<file path="config.mk">
export PLATFORM = sky130hd
export DESIGN_NAME = pen_capture
export DESIGN_NICKNAME = d
export VERILOG_FILES = /design/src/rtl/pen_capture.sv
export SDC_FILE = /design/constraint.sdc
export NUM_CORES = 1
export LEC_CHECK = 0
export ABC_AREA = 1
export BUFFER_PORTS_ARGS = -buffer_cell sky130_fd_sc_hd__buf_4
export CAP_MARGIN = 20
export CORE_MARGIN = 3
export CORE_UTILIZATION = 50
export DETAILED_ROUTE_END_ITERATION = 8
export PLACE_DENSITY = 0.68
export SYNTH_ARGS = -nofsm -noshare
export SYNTH_HDL_FRONTEND = slang
export SYNTH_SLANG_ARGS = --single-unit
</file>
<file path="constraint.sdc">
create_clock -name clk -period 5.1 [get_ports clk]
set_input_delay 1.02 -clock clk [delete_from_list [all_inputs] [get_ports clk]]
set_output_delay 1.02 -clock clk [all_outputs]
set_load 0.005 [all_outputs]
</file>
<file path="src/rtl/pen_capture.sv">
// Light-pen conditioning: synchronise pen/key pins, filter glitches, emit one
// fixed-width we burst per touch followed by a refractory lockout.
module pen_capture #(
  parameter int SYNC_STAGES    = 2,
  parameter int FILTER_LEN     = 4,
  parameter int HOLD_CYCLES    = 16,
  parameter int LOCKOUT_CYCLES = 64,
  parameter int CNT_W          = 8
) (
  input  logic             clk,
  input  logic             rst_n,
  input  logic             enable,
  input  logic             pen_in,
  input  logic             key_in,
  input  logic             clr_cnt,
  output logic             we,
  output logic             busy,
  output logic             pen_level,
  output logic [CNT_W-1:0] hit_count
);

  typedef enum logic [2:0] {IDLE, FILTER, HOLD, LOCKOUT, WAIT_LOW} state_t;

  localparam logic [15:0] FILT_C = 16'(FILTER_LEN);
  localparam logic [15:0] HOLD_C = 16'(HOLD_CYCLES);
  localparam logic [15:0] LOCK_C = 16'(LOCKOUT_CYCLES);

  state_t                 state, state_nx;
  logic [SYNC_STAGES-1:0] pen_sync, key_sync;
  logic [15:0]            cnt, cnt_nx;
  logic                   pen_s, key_s, go, hold_entry;

  always_ff @(posedge clk or negedge rst_n) begin
    if (!rst_n) begin
      pen_sync <= '0;
      key_sync <= '0;
    end else begin
      pen_sync <= {pen_sync[SYNC_STAGES-2:0], pen_in};
      key_sync <= {key_sync[SYNC_STAGES-2:0], key_in};
    end
  end

  assign pen_s     = pen_sync[SYNC_STAGES-1];
  assign key_s     = key_sync[SYNC_STAGES-1];
  assign pen_level = pen_s;
  assign go        = enable & key_s & pen_s;

  // One shared counter: filter run length, then HOLD and LOCKOUT clock counts.
  always_comb begin
    state_nx = state;
    cnt_nx   = cnt;
    if (!enable) begin
      state_nx = IDLE;
      cnt_nx   = '0;
    end else begin
      unique case (state)
        IDLE: if (go) begin
          cnt_nx   = 16'd1;
          state_nx = (FILTER_LEN == 1) ? HOLD : FILTER;
        end
        FILTER: begin
          if (!go) begin
            state_nx = IDLE;
            cnt_nx   = '0;
          end else if (cnt + 16'd1 == FILT_C) begin
            state_nx = HOLD;
            cnt_nx   = 16'd1;
          end else begin
            cnt_nx = cnt + 16'd1;
          end
        end
        HOLD: begin
          if (cnt == HOLD_C) begin
            state_nx = LOCKOUT;
            cnt_nx   = 16'd1;
          end else begin
            cnt_nx = cnt + 16'd1;
          end
        end
        LOCKOUT: begin
          if (cnt == LOCK_C) begin
            state_nx = WAIT_LOW;
            cnt_nx   = '0;
          end else begin
            cnt_nx = cnt + 16'd1;
          end
        end
        WAIT_LOW: if (!pen_s) state_nx = IDLE;
        default: begin
          state_nx = IDLE;
          cnt_nx   = '0;
        end
      endcase
    end
  end

  assign hold_entry = (state_nx == HOLD) && (state != HOLD);

  always_ff @(posedge clk or negedge rst_n) begin
    if (!rst_n) begin
      state     <= IDLE;
      cnt       <= '0;
      we        <= 1'b0;
      busy      <= 1'b0;
      hit_count <= '0;
    end else begin
      state <= state_nx;
      cnt   <= cnt_nx;
      we    <= (state_nx == HOLD);
      busy  <= (state_nx != IDLE);
      // Clear beats a coincident touch; count saturates rather than wraps.
      if (clr_cnt)
        hit_count <= '0;
      else if (hold_entry && (hit_count != '1))
        hit_count <= hit_count + 1'b1;
    end
  end

endmodule
</file>
Yosys cells after proc, flatten, opt, wreduce, memory -nomap -nowiden
Index checks and enable logic that the tools add are counted.
{"block": "classes", "n_addsub": 2, "n_eq_ne": 12, "muxes": 17, "bitwise": 2, "reduce_logical": 6}
{"cell": "$mux W16", "n": 6}
{"cell": "$pmux W16 S5", "n": 1}
{"cell": "$mux W3", "n": 7}
{"cell": "$add A16 B1 Y16 const B", "n": 1}
{"cell": "$eq A16 B3 Y1 const B", "n": 1}
{"cell": "$eq A16 B5 Y1 const B", "n": 1}
{"cell": "$eq A16 B7 Y1 const B", "n": 1}
{"cell": "$mux W8", "n": 2}
{"cell": "$pmux W3 S5", "n": 1}
{"cell": "$eq A3 B2 Y1 const B", "n": 3}
{"cell": "$add A8 B1 Y8 const B", "n": 1}
{"cell": "$ne A8 B8 Y1 const B", "n": 1}
{"cell": "$eq A3 B1 Y1 const B", "n": 1}
{"cell": "$eq A3 B3 Y1 const B", "n": 1}
{"cell": "$logic_not A3 Y1", "n": 1}
{"cell": "$ne A3 B2 Y1 const B", "n": 1}
{"cell": "$ne A3 B3 Y1 const B", "n": 1}
{"cell": "$reduce_bool A3 Y1", "n": 1}
{"cell": "$and A1 B1 Y1", "n": 2}
{"cell": "$logic_and A1 B1 Y1", "n": 2}
{"cell": "$ne A2 B2 Y1 const B", "n": 1}
{"cell": "$reduce_and A2 Y1", "n": 1}
{"cell": "$reduce_bool A2 Y1", "n": 1}
{"block": "word_totals", "reg_bits": 33, "input_bits": 6, "out_inout_bits": 11, "word_cells": 46}

Logic depth before layout (Yosys ltp)
{"block": "depth", "ltp_word": 11, "depth_mapped": 15, "depth_no_buf": 15}

Worst setup path after synthesis
OpenSTA, ideal clock, no wires.
{"block": "synth_path", "kind": "input-to-reg", "startpoint": "input port enable", "endpoint": "register cnt[2]", "setup_ps": 66, "arrival_ps": 2271, "required_time_ps": 5034, "path_slack_ps": 2763, "stages": 7, "n_path_buf": 1, "path_cell_list": "nand3_1 > inv_1 > a21oi_1 > nor3_1 > buf_2 > nand3_1 > nand2_1"}
{"block": "synth_via", "elab_chain_len": 5, "elab_cells_between_ends": 8, "cone_classes": "eq/ne (2); mux (3); bitwise (2); reduce/logical (1)"}
{"item": "from (decl)", "line_no": "12", "rtl": "input logic enable,"}
{"item": "$and A1 B1 Y1 (2 in a row)", "line_no": "46", "rtl": "assign go = enable & key_s & pen_s;"}
{"item": "$mux W16", "line_no": "62", "rtl": "if (!go) begin"}
{"item": "$pmux W16 S5", "line_no": "56", "rtl": "unique case (state)"}
{"item": "$mux W16", "line_no": "52", "rtl": "if (!enable) begin"}
{"item": "to (signal assigned)", "line_no": "108", "rtl": "cnt <= cnt_nx;"}
{"item": "to (decl)", "line_no": "30", "rtl": "logic [15:0] cnt, cnt_nx;"}
Parallel ways exist; a longest one is shown, timed or not.
A chain may end at the register's enable or synchronous reset.

Final worst setup path
{"block": "layout_path", "startpoint": "register cnt[1]", "endpoint": "register cnt[12]"}
{"block": "layout_via", "elab_chain_len": 6, "elab_cells_between_ends": 10, "cone_classes": "add/sub (1); eq/ne (3); mux (6)"}
{"item": "$add A16 B1 Y16"}
{"item": "$eq A16 B3 Y1", "line_no": "65", "rtl": "end else if (cnt + 16'd1 == FILT_C) begin"}
{"item": "$mux W16", "line_no": "65"}
{"item": "$mux W16", "line_no": "62"}
{"item": "$pmux W16 S5 *", "line_no": "56"}
{"item": "$mux W16 *", "line_no": "52"}
Mark *: on every way between the ends. The rest lies on a longest branch, timed or not.

==> metrics.md <==
| Metric | Value |
|---|---|
| Status | `completed` |
| EDFF count, synth | `0` |
| Final-report hold violation count | `0` |
| Clock Sinks | `33` |
| CTS tree | `yes` |
| Initial Utilization | `53.18%` |
| WS Path Type | `reg2reg` |
| FF-to-FF Start | `cnt[1]$_DFFE_PN0P_` |
| Initial antenna violation count | `0` |
| Most common cell on crit path | `nand2_1` |
| Most common cell after layout, fill and taps aside | `nand2_1` |
| Crit. End Element | `flop` |
| Register area share after synthesis | `38.00%` |
| Period minus WS final | `2.356 ns` |
| Finished Cell Area | `2474 um^2` |
| Worst path top cell family by delay | `simple AND/OR/NAND/NOR gates` |
| Row Count | `23` |
| HPWL Detailed | `3.595 mm` |
| Worst hold path class | `reg2reg` |
| Postcts setup bufs | `0` |
| Slew Viols, Final | `0` |
| GPL Wtd Cong | `0.8584` |
| Setup crit start kind | `flop` |
| Post-synth top area share | `38.00%` |
| Crit path depth | `14` |
| Vias in the first global route | `1818` |
| Clk_skew | `0.007260 ns` |
| FF-to-FF End | `cnt[12]$_DFFE_PN0P_` |
| Yosys warns | `0` |
| Drt drc | `0` |
| Cts repair resizes | `0` |
| Final WL | `5.036 mm` |
| Core area | `4086 um^2` |
| Gr usage total | `20.89%` |
| Worst path max stage delay | `0.41 ns` |
| Top cells by area, synth | `dfrtp_1 38%, nand2_1 18%, nand3_1 9.4%` |
| H-tree levels | `2` |
| Worst Path Arrival | `2.53 ns` |
| CP required | `5.27 ns` |
| Routed via count | `2038` |
| Setup violators final | `0` |
| Reg2Reg Depth | `14` |
| Power Dens Cells | `246.4 nW/um^2` |
| Share of layout cells above drive strength 1 | `13.94%` |
| Max_slew headroom | `51.16%` |
| Grt ovf | `0` |
| Maximum clock rate | `424.5 MHz` |
| RSZ-0062 raised after global routing | `no` |
| Worst-Margin Slew | `0.7270 ns` |
| Area Overhead vs Synth | `13.82%` |
| Worst hold slack | `0.3493 ns` |
| Antenna violation net count after detailed routing | `0` |
| Async S/R FF share, synth | `100.0%` |
| CP max-delay cell | `dfrtp_1` |
| Total CTS buffers | `5` |
| Count of cell types in the netlist | `32` |
| DIE HEIGHT | `71.93 um` |
| Critical path fanouts, max | `15` |
| Ys flop type | `dfrtp_1` |
| Diode count | `0` |
| Critical path, cell by cell | `ha_1 -> nand3_2 -> nor2_4 -> nand3_1 -> nand2_1 -> nand2_1 -> inv_1 -> nand2_1 -> nor2_2 -> nand3_2 -> nand4_2 -> nand2_2 -> nand3b_1 -> nand2_1` |
| Leading area contributor after synthesis | `dfrtp_1` |
| Net count, final | `338` |
| Ports | `17` |
| Worst Path Buf+Inv | `1` |
| Post-synthesis net count | `318` |
| Mapped Area | `2173 um^2` |
| Port Buffers | `16` |
| First-pass GRT wire length | `8.576 mm` |
| Crit path launch | `cnt[1]$_DFFE_PN0P_` |
| Area after DPL | `2340 um^2` |
| Fillers | `372` |
| Die W | `71.93 um` |
| Vias per Instance | `5.363` |
| DR pass1 iterations | `4` |
| Clock root buffer | `clkbuf_8` |
| Worst-skew pair later-pin latency | `0.29 ns` |
| Worst R2R Setup Slack | `2.74 ns` |
| Most frequent cells in the layout | `103 x nand2_1, 41 x nand3_1, 34 x inv_1` |
| WL per Instance | `13.25 um` |
| CTS Hold Buffers Added | `0` |
| Reg clk slew, reported paths | `0.07 ns` |
| Max_cap viols | `0` |
| Die footprint | `5174 um^2` |
| Leak pwr | `0.001354 uW` |
| Avg Inst Size Synth | `7.033 um^2` |
| Setup tns final | `0 ns` |
| Final Cycle Share | `46.20%` |
| Largest net degree at the start of global routing | `34` |
| Starting DRT DRC Count | `166` |
| Setup crit end | `cnt[12]$_DFFE_PN0P_` |
| Gate Count Post-Synth | `309` |
| Clock buffer depth | `2` |
| VDD IR-drop max | `219.8 uV` |
| Yosys reg bits | `33` |
-- Yosys cell counts, types with 2 or more instances --
library cell  instances
a21oi_1               3
nand3_2               2
nor3_1                8
nand2_4               2
nand2_1             103
nor2_1               28
nand3_1              41
clkbuf_1              2
nand3b_1              6
nor4_1                2
nor3_2                2
o21ai_0               3
inv_1                34
nor2_2                4
nor2_4                2
ha_1                  3
xor2_1                7
dfrtp_1              33
nand2_2               4
nand4_1               8
-- registers in the layout, indices dropped and copies added (netlist names) --
name and count:
key_sync 2, busy 1, state 3, pen_sync 2, cnt 16, we 1
hit_count 8
-- per-stage QoR --
stage | setup WS [ns] | cells | utilization [%] | total power (uW)
after floorplan | 2.763 | 309 | - | 298.5
after global placement | 2.749 | 372 | 57.26 | 320.8
after detailed placement | 2.739 | 372 | 57.26 | 320.7
after CTS | 2.767 | 380 | 60.53 | 615.8
after global routing | 2.546 | 380 | 60.53 | 632.2
final | 2.744 | 380 | 60.53 | 609.5
-- kinds of logic after synthesis --
family,Yosys count,synth area share [%]
flip-flops,33,38.00
AND/OR/NAND/NOR,215,46.98
adder cells (fa/ha/maj),3,1.727
AO/OA/AOI/OAI,9,2.418
XOR/XNOR,8,3.224
buffers and inverters,41,7.656
-- layer usage --
metal  track usage, %  wire [um]  vias to the layer above
met3            3.324        287                        6
li1                 -          -                     1029
met5                0          0                        -
met2            30.51       2163                       70
met4            5.637         54                        0
met1            32.15       2531                      933
-- power by group --
group	switching, uW	internal, uW	total (uW)
sequential	5.73	267	273
clock	99.7	194	294
combinational	27.1	15.4	42.6
-- how the worst min path moves through the flow --
stage | depth (start not counted) | start | to | slack, ns
2_1_floorplan | 0 | key_sync[0]$_DFF_PN0_ | key_sync[1]$_DFF_PN0_ | 0.33
3_3_place_gp | 0 | key_sync[0]$_DFF_PN0_ | key_sync[1]$_DFF_PN0_ | 0.33
4_1_cts | 0 | key_sync[0]$_DFF_PN0_ | key_sync[1]$_DFF_PN0_ | 0.35
6_report | 0 | key_sync[0]$_DFF_PN0_ | key_sync[1]$_DFF_PN0_ | 0.35
3_5_place_dp | 0 | key_sync[0]$_DFF_PN0_ | key_sync[1]$_DFF_PN0_ | 0.33
5_1_grt | 0 | key_sync[0]$_DFF_PN0_ | key_sync[1]$_DFF_PN0_ | 0.37
-- final cells by class --
class	instances	area, um^2	area share (%)
multi-input combinational	235	1181	47.75
sequential	33	825.8	33.38
timing repair buffer	18	135.1	5.463
inverter	36	135.1	5.463
clock buffer	5	68.82	2.782
clock inverter	3	65.06	2.630
tap	50	62.56	2.529
(Power assumes the default switching activity.)
